`config.mk`:
```
export PLATFORM = sky130hd
export DESIGN_NAME = add_seq
export DESIGN_NICKNAME = d
export VERILOG_FILES = /design/src/rtl/add_seq.sv
export SDC_FILE = /design/constraint.sdc
export NUM_CORES = 1
export LEC_CHECK = 0
export ABC_AREA = 1
export CAP_MARGIN = 20
export CORE_MARGIN = 2
export CORE_UTILIZATION = 50
export DETAILED_ROUTE_END_ITERATION = 7
export DONT_BUFFER_PORTS = 1
export PLACE_DENSITY = 0.75
export SLEW_MARGIN = 20
export SYNTH_ARGS = -nofsm -noshare
export SYNTH_HDL_FRONTEND = slang
export SYNTH_SLANG_ARGS = --single-unit
export TNS_END_PERCENT = 20
```
`constraint.sdc`:
```
create_clock -name clk -period 6.4 [get_ports clk]
set_clock_uncertainty 0.05 [all_clocks]
set_input_delay 0.32 -clock clk [delete_from_list [all_inputs] [get_ports clk]]
set_output_delay 0.32 -clock clk [all_outputs]
set_load 0.05 [all_outputs]
```
`src/rtl/add_seq.sv`:
```
// Multi-cycle wide add/subtract: one SLICE-bit slice per cycle on a shared adder,
// carry rippled through a register, result and flags on a valid/ready handshake.
module add_seq #(
  parameter int WIDTH = 64,
  parameter int SLICE = 16
) (
  input  logic             clk,
  input  logic             rst_n,
  input  logic             in_valid,
  output logic             in_ready,
  input  logic [WIDTH-1:0] a,
  input  logic [WIDTH-1:0] b,
  input  logic             sub,
  output logic             out_valid,
  input  logic             out_ready,
  output logic [WIDTH-1:0] sum,
  output logic             cout,
  output logic             ovfl,
  output logic             zero
);

  localparam int N     = WIDTH / SLICE;
  localparam int IDX_W = (N > 1) ? $clog2(N) : 1;
  localparam logic [IDX_W-1:0] IDX_LAST = IDX_W'(N - 1);

  localparam logic [1:0] S_IDLE = 2'd0;
  localparam logic [1:0] S_RUN  = 2'd1;
  localparam logic [1:0] S_DONE = 2'd2;

  logic [1:0]       state_q, state_d;
  logic [WIDTH-1:0] opa_q, opa_d;
  logic [WIDTH-1:0] opb_q, opb_d;
  logic [WIDTH-1:0] sum_q, sum_d;
  logic [IDX_W-1:0] idx_q, idx_d;
  logic             carry_q, carry_d;
  logic             cout_q, cout_d;
  logic             ovfl_q, ovfl_d;
  logic             zero_q, zero_d;

  logic signed [SLICE-1:0] a_sl, b_sl;
  logic [SLICE:0]          sl_sum;

  // Shared slice adder: operands selected by the current slice index
  always_comb begin
    a_sl   = opa_q[int'(idx_q)*SLICE +: SLICE];
    b_sl   = opb_q[int'(idx_q)*SLICE +: SLICE];
    sl_sum = {1'b0, a_sl} + {1'b0, b_sl} + (SLICE+1)'(carry_q);
  end

  always_comb begin
    state_d = state_q;
    opa_d   = opa_q;
    opb_d   = opb_q;
    sum_d   = sum_q;
    idx_d   = idx_q;
    carry_d = carry_q;
    cout_d  = cout_q;
    ovfl_d  = ovfl_q;
    zero_d  = zero_q;
    case (state_q)
      S_IDLE: begin
        if (in_valid) begin
          opa_d   = a;
          opb_d   = sub ? ~b : b;
          carry_d = sub;
          idx_d   = '0;
          state_d = S_RUN;
        end
      end
      S_RUN: begin
        sum_d[int'(idx_q)*SLICE +: SLICE] = sl_sum[SLICE-1:0];
        carry_d = sl_sum[SLICE];
        if (idx_q == IDX_LAST) begin
          state_d = S_DONE;
          idx_d   = '0;
          cout_d  = sl_sum[SLICE];
          ovfl_d  = (opa_q[WIDTH-1] == opb_q[WIDTH-1]) &&
                    (sl_sum[SLICE-1] != opa_q[WIDTH-1]);
          // Every slice of sum_d belongs to this operation by now
          zero_d  = (sum_d == '0);
        end else begin
          idx_d = idx_q + 1'b1;
        end
      end
      S_DONE: begin
        if (out_ready) begin
          state_d = S_IDLE;
        end
      end
      default: state_d = S_IDLE;
    endcase
  end

  always_ff @(posedge clk or negedge rst_n) begin
    if (!rst_n) begin
      state_q <= S_IDLE;
      opa_q   <= '0;
      opb_q   <= '0;
      sum_q   <= '0;
      idx_q   <= '0;
      carry_q <= 1'b0;
      cout_q  <= 1'b0;
      ovfl_q  <= 1'b0;
      zero_q  <= 1'b0;
    end else begin
      state_q <= state_d;
      opa_q   <= opa_d;
      opb_q   <= opb_d;
      sum_q   <= sum_d;
      idx_q   <= idx_d;
      carry_q <= carry_d;
      cout_q  <= cout_d;
      ovfl_q  <= ovfl_d;
      zero_q  <= zero_d;
    end
  end

  assign in_ready  = (state_q == S_IDLE);
  assign out_valid = (state_q == S_DONE);
  assign sum       = sum_q;
  assign cout      = cout_q;
  assign ovfl      = ovfl_q;
  assign zero      = zero_q;

endmodule

```
==> qor.yml <==
status: "complete, no violations"
cts.sinks: 200
yosys.area.top_type: "dfrtp_1"
syn_to_final_growth_pct: 11.70
crit_arrival_ns: 4.26
grt_max_degree: 201
synth_top_family_by_area: "simple AND/OR/NAND/NOR gates"
start_util: 0.5087
yosys.area_share.xor_xnor: 0.05049
r2r_slack_ns: 2.48
clockBufferDepth: 2
yosys.area_share.simple: 0.2813
drive_above_1_share: 0.04354
cts_inserted_buffers: 17
via_count: 10070
synth_cell_types: 31
drv_slew: 0
holdCritPathClass: "in -> reg"
cp.required_ns: 6.74
syn_area_um2: 11100
cts_max_level: 4
synth_fa_ha_area_frac: 0.02727
cts_tree: "done"
path_max_fanout: 98
synth_ff_type: "dfrtp_1"
finalWorstPathRequiredPeriod_ns: 3.925
worst_skew_pair.late_latency_ns: 0.45
setup_violations: 0
max_slew.worst_pin.slew_ns: 1.106
syn-num-nets: 1652
synth_edf_count: 0
async_flop_share: 1.000
relSlewSlack: 0.2601
final_util: 0.5682
die_area_um2: 23410
io_buffers: 0
synthMuxAreaShare: 0
tns_ns: 0
final_common_cell: "nand2_1"
dieHeight_um: 153.0
vias_per_cell: 5.601
path_cells: "buf_4 -> o21ai_0 -> o22ai_1 -> fa_1 -> fa_1 -> nand2_1 -> nor2_1 -> a21boi_1 -> nand2_1 -> nor2_1 -> nand2_1 -> nor2_1 -> nand3_1 -> nor2_1 -> nand2_1 -> nor2_1 -> nand3_1 -> nor2_1 -> nand2_1 -> nand2_1"
synth_compound_area_frac: 0.1261
dr.pass1.iters: 6
synth.avg_cell_area_um2: 7.421
dp_hpwl_um: 22030
syn_inst: 1496
hold_viol: 0
grt_antenna_before_repair: 1
rsz0062_at_grt: "no"
routed_wl_um: 32250
synth_top_area_share: 0.4508
cts-root-buf: "clkbuf_16"
fill_cells: 2013
fin_crit_sh: 0.6133
layout.nets: 1661
criticalPathCategory: "reg -> reg"
dpl_cell_area_um2: 11150
core-area_um2: 21820
final_cell_area_um2: 12400
grt_usage: 0.2755
first_global_vias: 9523
cp_slowest_cell: "buf_4"
max_freq_ghz: 0.2548
grt_remaining_overflow: 0
cp-start-kind: "flip-flop"
ioPinCount: 202
synth_area_leaders: "dfrtp_1, nand2_1, o21ai_0, xnor2_1, nor2_1"
final_cell_mix: "nand2_1, dfrtp_1, o21ai_0, nor2_1, inv_1"
cpPeakStageDelay_ns: 0.77
end_kind: "flip-flop"
drc: 0
routedWlPerCell_um: 17.95
maxCapViolCount: 0
grt_pass1_wl_um: 51270
rows: 54
drt-initial-drc-count: 1059
synth-seq-cells: 200
synth_warnings: 0
seq_area_frac_synth: 0.4508
clk_pin_slew_ns: 0.08
globalplace.congestion: 0.9264
detail-route-antenna-nets: 0
die_x_um: 153.0
## state kept, by name, summed over array words and instances, names as in the netlist
signal and cells:
opa_q 64, opb_q 64, sum 64, idx_q 2, state_q 2, carry_q 1, cout 1, ovfl 1
zero 1
## area by class of cell
type / instances / area, um^2 / area share
Antenna cell: 1 / 2.502 / 0.0002018
Clock buffer: 17 / 425.4 / 0.03431
Clock inverter: 13 / 122.6 / 0.009888
Inverter: 95 / 356.6 / 0.02876
Multi-Input combinational cell: 1117 / 5394 / 0.4350
Sequential cell: 200 / 5006 / 0.4037
Tap cell: 280 / 350.3 / 0.02825
Timing Repair Buffer: 74 / 743.2 / 0.05993
## worst max-delay path: cells and delay by family (launching register included)
kind                       cells  cell delay, ns
and+or+nand+nor               14            1.10
adders and majority gates      2            0.78
buffers and inverters          1            0.77
AOI/OAI and AO/OA              3            0.76
DFF                            1            0.36
## final timing paths
| check | cells past startpoint | to | startpoint |
|---|---|---|---|
| worst max-delay path | 20 | zero | idx_q[0] |
| worst min-delay path | 2 | opb_q[7] | b[7] |
| worst max register to register | 20 | zero | idx_q[0] |
| worst min register to register | 2 | opa_q[40] | opa_q[40] |
| max in group asynchronous | 2 | sum[14] | rst_n |
| min in group asynchronous | 2 | opa_q[14] | rst_n |
## cell families (layout without fill, tap and decap cells)
logic type      count (synthesis)  count (layout)
compound gates                260             260
xor+xnor                       64              64
fa+ha+maj                      23              23
buf+inv                       179             199
flops                         200             200
other cells                     0               1
simple gates                  770             770
## synthesized netlist by cell type (2+ instances only)
cell and instances:
inv_2 5, o21ai_0 175, buf_4 2, clkbuf_1 55
nand3_2 3, o21ai_1 2, buf_2 19, dfrtp_1 200
nand3_1 51, xnor2_1 64, and2_1 3, nand2_2 12
a31oi_1 34, inv_1 89, ha_1 21, a21oi_1 11
o22ai_1 34, buf_1 7, nand4_1 38, nand2_1 508
nor2_2 4, nor2_1 149, fa_1 2
## stage by stage
step / hold WS, ns / worst slack [ns] / cells
after floorplan: -0.02559 / 2.955 / 1496
after global placement: -0.01635 / 2.646 / 1698
after detailed placement: -0.01549 / 2.565 / 1698
after CTS: 0.005684 / 2.533 / 1796
after global routing: 0.008108 / 2.155 / 1797
final: 0.001790 / 2.475 / 1797
## layer usage
| layer | vias up | track usage | wire length [um] |
|---|---|---|---|
| met5 | - | 0 | 0 |
| met4 | 0 | 0.09347 | 934 |
| met3 | 63 | 0.06011 | 2457 |
| met2 | 429 | 0.4375 | 14820 |
| met1 | 4720 | 0.3763 | 14040 |
| li1 | 4853 | - | - |
## repair_timing
| action | CTS | global route |
|---|---|---|
| gates resized for setup | 0 | 0 |
| endpoints found under the hold margin | 266 | 0 |
| hold buffers | 68 | 0 |
| setup buffers | 0 | 0 |
Power is not shown: default switching activity piles up to over one toggle a cycle in this logic, so the estimate is an artifact.
